**src/rtl/psram_pkg.sv**
```systemverilog
// rtl/psram_pkg.sv - shared PSRAM receive-path types, ID defaults and command opcodes
package psram_pkg;

  typedef enum logic {
    RX_IDLE   = 1'b0,
    RX_ACTIVE = 1'b1
  } rx_state_t;

  localparam logic [7:0] PSRAM_MFID_DEF = 8'h0D;
  localparam logic [7:0] PSRAM_KGD_DEF  = 8'h5D;

  localparam logic [7:0] PSRAM_OP_RST_EN  = 8'h66;
  localparam logic [7:0] PSRAM_OP_RST     = 8'h99;
  localparam logic [7:0] PSRAM_OP_READ_ID = 8'h9F;

endpackage

```
**src/rtl/psram_rx_deser_if.sv**
```systemverilog
// rtl/psram_rx_deser_if.sv - valid/ready byte stream from the PSRAM deserializer to its consumer
interface psram_rx_deser_if;

  logic [7:0] out_data;
  logic       out_valid;
  logic       out_ready;

  modport master (
    output out_data,
    output out_valid,
    input  out_ready
  );

  modport slave (
    input  out_data,
    input  out_valid,
    output out_ready
  );

endinterface

```
**src/rtl/psram_rx_fifo.sv**
```systemverilog
// rtl/psram_rx_fifo.sv - small synchronous FIFO with registered head and valid
// Pointers carry one extra wrap bit so full and empty differ only in the MSB.
module psram_rx_fifo #(
  parameter int DEPTH = 4,
  parameter int WIDTH = 8
) (
  input  logic             sys_clk,
  input  logic             sys_reset_n,
  input  logic             clr,
  input  logic             push,
  input  logic [WIDTH-1:0] push_data,
  input  logic             pop,
  output logic [WIDTH-1:0] head,
  output logic             valid,
  output logic             full,
  output logic             drop
);

  localparam int AW = $clog2(DEPTH);

  logic [AW:0]      wr_ptr, rd_ptr, wr_next, rd_next;
  logic [WIDTH-1:0] mem [DEPTH];
  logic             is_empty, do_push, do_pop;

  assign is_empty = (wr_ptr == rd_ptr);
  assign full     = (wr_ptr[AW] != rd_ptr[AW]) && (wr_ptr[AW-1:0] == rd_ptr[AW-1:0]);
  assign do_pop   = pop && !is_empty;
  // A pop on the same edge frees the slot, so a full FIFO still accepts the byte.
  assign do_push  = push && (!full || do_pop);
  assign drop     = push && full && !do_pop;
  assign wr_next  = wr_ptr + (AW+1)'(do_push);
  assign rd_next  = rd_ptr + (AW+1)'(do_pop);

  always_ff @(posedge sys_clk or negedge sys_reset_n) begin
    if (!sys_reset_n) begin
      wr_ptr <= '0;
      rd_ptr <= '0;
      head   <= '0;
      valid  <= 1'b0;
    end else if (clr) begin
      wr_ptr <= '0;
      rd_ptr <= '0;
      head   <= '0;
      valid  <= 1'b0;
    end else begin
      wr_ptr <= wr_next;
      rd_ptr <= rd_next;
      valid  <= (wr_next != rd_next);
      if (wr_next == rd_next)
        head <= '0;
      else if (do_push && (wr_ptr[AW-1:0] == rd_next[AW-1:0]))
        head <= push_data;
      else
        head <= mem[rd_next[AW-1:0]];
    end
  end

  always_ff @(posedge sys_clk) begin
    if (do_push && !clr)
      mem[wr_ptr[AW-1:0]] <= push_data;
  end

endmodule

```
**src/rtl/psram_rx_deser.sv**
```systemverilog
// rtl/psram_rx_deser.sv - PSRAM SO deserializer: MSB-first byte packing into a FIFO with sticky status
// Optional Read-ID byte check is compiled in with PSRAM_ID_CHECK_EN.
module psram_rx_deser
  import psram_pkg::*;
#(
  parameter int         DEPTH   = 4,
  parameter logic [7:0] ID_MFID = PSRAM_MFID_DEF,
  parameter logic [7:0] ID_KGD  = PSRAM_KGD_DEF
) (
  input  logic             sys_clk,
  input  logic             sys_reset_n,
  input  logic             ce_n,
  input  logic             capture_en,
  input  logic             so_in,
  input  logic             clr,
  psram_rx_deser_if.master rx,
  output logic             overflow,
  output logic             frame_err,
  output logic             id_ok,
  output logic             id_fail
);

  rx_state_t  state;
  logic [2:0] bit_cnt;
  logic [6:0] sr;
  logic [7:0] byte_idx;
  logic       sample, byte_done, fifo_drop, unused_fifo_full;
  logic [7:0] byte_val;

  assign sample    = (state == RX_ACTIVE) && !ce_n && capture_en;
  assign byte_done = sample && (bit_cnt == 3'd7);
  assign byte_val  = {sr, so_in};

  always_ff @(posedge sys_clk or negedge sys_reset_n) begin
    if (!sys_reset_n) begin
      state    <= RX_IDLE;
      bit_cnt  <= '0;
      byte_idx <= '0;
      sr       <= '0;
    end else begin
      case (state)
        RX_IDLE: begin
          bit_cnt  <= '0;
          byte_idx <= '0;
          if (!ce_n)
            state <= RX_ACTIVE;
        end
        RX_ACTIVE: begin
          if (ce_n) begin
            state    <= RX_IDLE;
            bit_cnt  <= '0;
            byte_idx <= '0;
          end else if (capture_en) begin
            sr      <= byte_val[6:0];
            bit_cnt <= bit_cnt + 3'd1;
            if (bit_cnt == 3'd7 && byte_idx != 8'hFF)
              byte_idx <= byte_idx + 8'd1;
          end
        end
        default: state <= RX_IDLE;
      endcase
    end
  end

  // ce_n rising with a partial byte held is a framing error; the bits are simply discarded.
  always_ff @(posedge sys_clk or negedge sys_reset_n) begin
    if (!sys_reset_n) begin
      frame_err <= 1'b0;
      overflow  <= 1'b0;
    end else if (clr) begin
      frame_err <= 1'b0;
      overflow  <= 1'b0;
    end else begin
      if (state == RX_ACTIVE && ce_n && bit_cnt != 3'd0)
        frame_err <= 1'b1;
      if (fifo_drop)
        overflow <= 1'b1;
    end
  end

  psram_rx_fifo #(
    .DEPTH (DEPTH),
    .WIDTH (8)
  ) u_fifo (
    .sys_clk     (sys_clk),
    .sys_reset_n (sys_reset_n),
    .clr         (clr),
    .push        (byte_done),
    .push_data   (byte_val),
    .pop         (rx.out_valid && rx.out_ready),
    .head        (rx.out_data),
    .valid       (rx.out_valid),
    .full        (unused_fifo_full),
    .drop        (fifo_drop)
  );

`ifdef PSRAM_ID_CHECK_EN
  logic mfid_match;

  // Verdict is taken when the second byte of a frame completes, so each frame reports once.
  always_ff @(posedge sys_clk or negedge sys_reset_n) begin
    if (!sys_reset_n) begin
      mfid_match <= 1'b0;
      id_ok      <= 1'b0;
      id_fail    <= 1'b0;
    end else begin
      if (byte_done && byte_idx == 8'd0)
        mfid_match <= (byte_val == ID_MFID);
      if (clr) begin
        id_ok   <= 1'b0;
        id_fail <= 1'b0;
      end else if (byte_done && byte_idx == 8'd1) begin
        if (mfid_match && byte_val == ID_KGD)
          id_ok <= 1'b1;
        else
          id_fail <= 1'b1;
      end
    end
  end
`else
  logic [23:0] unused_id;

  assign unused_id = {ID_MFID, ID_KGD, byte_idx};
  assign id_ok     = 1'b0;
  assign id_fail   = 1'b0;
`endif

endmodule
```
**src/flat_wrapper.sv**
```systemverilog
// flat-port wrapper written by rule: the top's interface ports become plain ports
module psram_rx_deser_flat import psram_pkg::*;
#(
  parameter int         DEPTH   = 4,
  parameter logic [7:0] ID_MFID = PSRAM_MFID_DEF,
  parameter logic [7:0] ID_KGD  = PSRAM_KGD_DEF
)
  (sys_clk, sys_reset_n, ce_n, capture_en, so_in, clr, overflow, frame_err, id_ok, id_fail, rx_out_data, rx_out_valid, rx_out_ready);
  psram_rx_deser_if rx_i ();
  input  logic sys_clk;
  input  logic sys_reset_n;
  input  logic ce_n;
  input  logic capture_en;
  input  logic so_in;
  input  logic clr;
  output logic overflow;
  output logic frame_err;
  output logic id_ok;
  output logic id_fail;
  output wire logic [$bits(rx_i.out_data)-1:0] rx_out_data;
  output wire logic [$bits(rx_i.out_valid)-1:0] rx_out_valid;
  input wire logic [$bits(rx_i.out_ready)-1:0] rx_out_ready;
  assign rx_out_data = rx_i.out_data;
  assign rx_out_valid = rx_i.out_valid;
  assign rx_i.out_ready = rx_out_ready;
  psram_rx_deser #(.DEPTH(DEPTH), .ID_MFID(ID_MFID), .ID_KGD(ID_KGD)) u_core (.sys_clk(sys_clk), .sys_reset_n(sys_reset_n), .ce_n(ce_n), .capture_en(capture_en), .so_in(so_in), .clr(clr), .rx(rx_i), .overflow(overflow), .frame_err(frame_err), .id_ok(id_ok), .id_fail(id_fail));
endmodule
```
**config.mk**
```make
export PLATFORM = sky130hd
export DESIGN_NAME = psram_rx_deser_flat
export DESIGN_NICKNAME = d
export VERILOG_FILES = /design/src/rtl/psram_pkg.sv /design/src/rtl/psram_rx_deser_if.sv /design/src/rtl/psram_rx_fifo.sv /design/src/rtl/psram_rx_deser.sv /design/src/flat_wrapper.sv
export SDC_FILE = /design/constraint.sdc
export NUM_CORES = 1
export LEC_CHECK = 0
export BUFFER_PORTS_ARGS = -buffer_cell sky130_fd_sc_hd__buf_2
export CORE_MARGIN = 5
export CORE_UTILIZATION = 39
export CTS_BUF_LIST = sky130_fd_sc_hd__clkbuf_8
export DETAILED_ROUTE_END_ITERATION = 8
export GPL_ROUTABILITY_DRIVEN = 0
export PLACE_DENSITY = 0.67
export SETUP_SLACK_MARGIN = 0.1
export SLEW_MARGIN = 25
export SYNTH_ARGS = -nofsm -noshare
export SYNTH_HDL_FRONTEND = slang
export SYNTH_SLANG_ARGS = --single-unit
export TNS_END_PERCENT = 1
```
**constraint.sdc**
```tcl
create_clock -name sys_clk -period 4 [get_ports sys_clk]
set_input_delay 0.2 -clock sys_clk [delete_from_list [all_inputs] [get_ports sys_clk]]
set_output_delay 0.2 -clock sys_clk [all_outputs]
set_load 0.05 [all_outputs]
```
; After elaboration in Yosys (flattened, before gate mapping)
; Memories as Yosys holds them, arrays and structs flattened.
; Index checks and enable logic that the tools add are counted.
[totals]
ff_bits = 28
mem_bits_rw = 32
output_inout_bits = 13
wordCells = 62
mem_count = 1
[classes]
addsub = 3
eq_ne = 8
mux = 16
bitwise = 2
reduce_logical = 23
[memory_table]
columns = memory, words, word_bits, read_ports, rd_clocked_by_memory_dff, wr, line
row1 = u_core.u_fifo.mem, 4, 8, 1, 0, 1, psram_rx_fifo.sv:22  ; logic [WIDTH-1:0] mem [DEPTH];
[ops]
columns = cell, n
row1 = $mux 8, 3
row2 = $logic_and 1x1->1, 13
row3 = $mux 3, 4
row4 = $mux 1, 8
row5 = $add 3x1->3, 2
row6 = $eq 3x3->1, 2
row7 = $pmux 3 s2, 1
row8 = $logic_not 1->1, 5
row9 = $eq 2x2->1, 2
row10 = $reduce_bool 2->1, 2
row11 = $add 3x1->3 const B, 1
row12 = $eq 3x3->1 const B, 1
row13 = $ne 3x3->1, 1
row14 = $ne 3x3->1 const B, 1
row15 = $reduce_and 3->1, 1
row16 = $reduce_bool 3->1, 1
row17 = $not 1->1, 2
row18 = $logic_or 1x1->1, 1
row19 = $ne 1x1->1, 1

; Depth between registers and ports, before layout
[logic_depth]
word_depth = 9
mapped_depth = 12
mapped_depth_nobuf = 11

; Cells and area by module
; Synthesis repeated with hierarchy kept, for this count alone.
[hier_totals]
cells_unflattened = 166
hier_area_um2 = 2657.5
[by_module_without_submodules]
columns = mod, n_inst, cells_per_inst, area_per_inst_um2
row1 = psram_rx_fifo, 1, 120, 2049.5
row2 = psram_rx_deser, 1, 46, 608.1

; Worst setup path before layout
; OpenSTA, ideal clock, no wires.
[synth_path]
path_type = register to register
startpoint = reg u_core.u_fifo.valid
endpoint = reg u_core.u_fifo.head[7]
arrival_ps = 2499
t_required_ps = 3872
slack_ps = 1373
path_stages_with_launch = 11
path_buffers = 1
synth_period_minus_slack_ps = 2627
cell_sequence = dfrtp_1 -> and2_0 -> o41ai_4 -> inv_2 -> ha_1 -> ha_1 -> xnor2_1 -> xnor2_1 -> a31o_2 -> buf_2 -> a21oi_1
[synth_between]
elab_chain_len = 8
word_cells_on_any_way = 13
[synth_lines]
columns = item, line
row1 = from (decl), psram_rx_fifo.sv:14  ; output logic valid,
row2 = from (signal assigned), psram_rx_fifo.sv:48  ; valid <= (wr_next != rd_next);
row3 = $logic_and 1x1->1 *, psram_rx_deser.sv:90  ; .pop (rx.out_valid && rx.out_ready),
row4 = $logic_and 1x1->1 *, psram_rx_fifo.sv:27  ; assign do_pop = pop && !is_empty;
row5 = "parallel branches: the longest is 4 deep, another holds $mem_v2 4x8", -
row6 = $mux 8 *, psram_rx_fifo.sv:49  ; if (wr_next == rd_next)
row7 = $mux 8 *, psram_rx_fifo.sv:40  ; end else if (clr) begin
row8 = to (signal assigned), psram_rx_fifo.sv:52  ; head <= push_data;
row9 = to (signal assigned), psram_rx_fifo.sv:54  ; head <= mem[rd_next[AW-1:0]];
row10 = to (decl), psram_rx_fifo.sv:13  ; output logic [WIDTH-1:0] head,
; Mark *: on every way between the ends.
; A chain may end at the register's enable or synchronous reset.

; Final worst setup path
[layout_path]
startpoint = reg u_core.u_fifo.wr_ptr[0]
endpoint = reg u_core.u_fifo.head[7]
[layout_between]
elab_chain_len = 9
word_cells_on_any_way = 17
[layout_lines]
columns = item, line
row1 = from (decl), psram_rx_fifo.sv:21  ; logic [AW:0] wr_ptr, rd_ptr, wr_next, rd_next;
row2 = from (signal assigned), psram_rx_fifo.sv:46  ; wr_ptr <= wr_next;
row3 = "parallel branches: the longest is 7 deep, another holds $mem_v2 4x8", -
row4 = $mux 8 *, psram_rx_fifo.sv:49
row5 = $mux 8 *, psram_rx_fifo.sv:40
; Marked as above.

==> results.sh <==
export IMPL_rsz0062_at_grt="no"
export IMPL_vias=1333
export IMPL_fmax_mhz=319
export IMPL_route_detailed_drc=0
export IMPL_power_frac_comb=0.042
export IMPL_hp_start="ce_n"
export IMPL_cts_max_level=3
export IMPL_placed_area_um2=2690
export IMPL_critPathKind="reg -> reg"
export IMPL_dieArea_um2=8260
export IMPL_power_frac_clock=0.346
export IMPL_grt_pass1_vias=1392
export IMPL_cts_buffer_depth=2
export IMPL_worstHoldPathType="in -> reg"
export IMPL_async_flop_share=0.467
export IMPL_layout_area_overhead_vs_synth_pct=12.5
export IMPL_antenna_found_initial=0
export IMPL_syn_avg_cell_area_um2=15.7
export IMPL_worstReg2RegEnd="u_core.u_fifo.head[7]$_DFF_PN0_"
export IMPL_layout_drive_gt1_share=0.300
export IMPL_crit_start="u_core.u_fifo.wr_ptr[0]$_DFF_PN0_"
export IMPL_slew_viol_final=0
export IMPL_cp_data_arrival_time_ns=3.35
export IMPL_grt_pass1_wl_um=7020
export IMPL_p_seq_frac=0.613
export IMPL_crit_required_ns=4.21
export IMPL_cts_root_buf="clkbuf_8"
export IMPL_ant_nets=0
export IMPL_cp_max_fo=12
export IMPL_max_slew_margin=0.446
export IMPL_fin_skew_ns=0.0104
export IMPL_netSwitchingPower_mw=0.299
export IMPL_power_leakage_nw=1.17
export IMPL_wl_um=4100
export IMPL_grt_overflow=0
export IMPL_wire_per_inst_um=15.3
export IMPL_synth_edf_count=32
export IMPL_grt_max_degree=29
export IMPL_die_h_um=90.9
export IMPL_worstSetupEndpointType="register"
export IMPL_postLayoutCellArea_um2=2870
export IMPL_status="finished clean"
export IMPL_io_buffers=17
export IMPL_r2r_worst_path_cells=9
export IMPL_cts_sinks=60
export IMPL_final_util=0.452
export IMPL_dr_first_iter_drc_count=74
export IMPL_finalCriticalPeriod_ns=3.13
export IMPL_peakVddDrop_mv=0.189
export IMPL_rr_startpoint="u_core.u_fifo.wr_ptr[0]$_DFF_PN0_"
export IMPL_nFillCells=562
export IMPL_n_antenna_cell=0
export IMPL_power_density_nw_per_um2=437
export IMPL_io_pins=20
export IMPL_setup_viol=0
export IMPL_maxCapViolations=0
export IMPL_syn_inst=163
export IMPL_cts_tree="built"
export IMPL_start_util=0.402
export IMPL_vias_per_cell=4.99
export IMPL_worstSetupStartpointType="register"
export IMPL_multi_input_area_um2=838
export IMPL_grt_usage=0.112
export IMPL_fp_dieW_um=90.9
export IMPL_hold_depth=2
export IMPL_seqCellArea_um2=1660
export IMPL_clkTransAtPathRegs_ns=0.07
export IMPL_numCtsBuffers=9
export IMPL_fin_hold_ws_ns=0.0488
export IMPL_yosys_warnings=0
export IMPL_tightest_slew_ns=0.828
export IMPL_dpl_hpwl_um=2740
export IMPL_power_share_switching=0.239
export IMPL_fin_tns_setup_ns=0
export IMPL_reg2reg_setup_slack_ns=0.87
export IMPL_core_area_um2=6350
export IMPL_synth_seq_cells=60
export IMPL_synth_main_ff_cell="edfxtp_1"
export IMPL_min_to="u_core.state$_DFF_PN0_"
export IMPL_ys_seq_area_frac=0.651
export IMPL_firstDrtPassIters=4
export IMPL_clkLatencyLatePin_ns=0.34
export IMPL_synth_area_um2=2550
export IMPL_hold_viol_final=0
export IMPL_rows=29
export IMPL_synth_cell_types=34
export IMPL_nets=199
export IMPL_fin_crit_sh=0.783
export IMPL_cts_setup_buffers=0
export IMPL_power_internal_mw=0.955
critical path: stages (launching register included):
cell and delay [ns]:
dfrtp_1 0.50, xor2_1 0.26, o41ai_4 0.81, inv_2 0.22
ha_1 0.26, ha_1 0.19, xnor2_1 0.23, xnor2_1 0.15
a31o_2 0.32, a21oi_1 0.07
Yosys cell counts (3+ instances only):
library cell,number,area share
a21oi_2,7,0.024
buf_4,3,0.0088
dfrtp_1,28,0.27
edfxtp_1,32,0.38
ha_1,7,0.034
inv_1,4,0.0059
mux2_2,7,0.031
mux4_2,8,0.071
nand3_1,9,0.018
nor2_1,8,0.012
nor2b_1,4,0.0098
o21ai_1,7,0.014
xnor2_1,9,0.031
through the flow:
stage               cells  setup WS, ns  total power [mW]
finish                267         0.869              1.25
global route          267         0.605              1.31
CTS                   267          1.01              1.27
detailed placement    250          1.04             0.834
global placement      250          1.17             0.833
floorplan             164          1.37             0.800
worst max path at each step:
stage | end | slack [ns] | cells after the start
after floorplan | u_core.u_fifo.head[7]$_DFF_PN0_ | 1.37 | 10
after global placement | u_core.u_fifo.head[7]$_DFF_PN0_ | 1.17 | 9
after detailed placement | u_core.u_fifo.head[2]$_DFF_PN0_ | 1.04 | 9
after CTS | u_core.u_fifo.head[2]$_DFF_PN0_ | 1.01 | 9
after global routing | u_core.u_fifo.valid$_DFF_PN0_ | 0.61 | 9
final | u_core.u_fifo.head[7]$_DFF_PN0_ | 0.87 | 9
power by group through the flow:
stage / Sequential, mW / Clock, mW / Combinational [mW]
after floorplan: 0.760 / 0 / 0.0396
after global routing: 0.778 / 0.476 / 0.0594
after CTS: 0.770 / 0.446 / 0.0535
after detailed placement: 0.782 / 0 / 0.0525
after global placement: 0.781 / 0 / 0.0511
final: 0.769 / 0.434 / 0.0524
flip-flops by register name, summed over array words and instances, names as in the netlist:
name	count
u_core.overflow	1
u_core.sr	7
u_core.bit_cnt	3
u_core.u_fifo.wr_ptr	3
u_core.u_fifo.mem	32
u_core.u_fifo.rd_ptr	3
u_core.frame_err	1
u_core.u_fifo.head	8
u_core.state	1
u_core.u_fifo.valid	1
cells in the final DEF (no fill, tap or decap), types with 8 or more instances in the layout:
cell / Yosys / final
edfxtp_1: 32 / 32
dfrtp_1: 28 / 28
buf_2: 2 / 17
xnor2_1: 9 / 9
nand3_1: 9 / 9
clkbuf_8: 0 / 9
nor2_1: 8 / 8
inv_1: 4 / 8
mux4_2: 8 / 8
layer usage:
layer / GRT usage / up-vias / part of all wire
li1: - / 644 / -
met5: 0 / - / 0
met1: 0.146 / 653 / 0.47
met4: 0.0770 / 0 / 0.034
met3: 0.0358 / 9 / 0.047
met2: 0.157 / 27 / 0.45
what timing repair did:
action | 4_1_cts | 5_1_grt
hold endpoints to repair | 28 | 0
gates resized for setup | 0 | 0
hold buffers | 1 | 0
layout make-up:
class,instances,area share
Clock inverter,7,0.0105
Tap cell,77,0.0336
Sequential cell,60,0.579
Clock buffer,9,0.0431
Inverter,5,0.00654
Timing Repair Buffer,19,0.0357
Multi-Input combinational cell,90,0.292
kinds of logic (layout without fill, tap and decap cells):
family	Yosys count	in the layout	synth area share
buf+inv	14	40	0.0289
flops	60	60	0.651
xor+xnor	11	11	0.0377
fa+ha+maj	7	7	0.0343
other cells	1	2	0.00147
simple gates	32	32	0.0740
mux	17	17	0.109
compound gates	21	21	0.0632
Note: power is estimated with default switching activity, not from simulation.
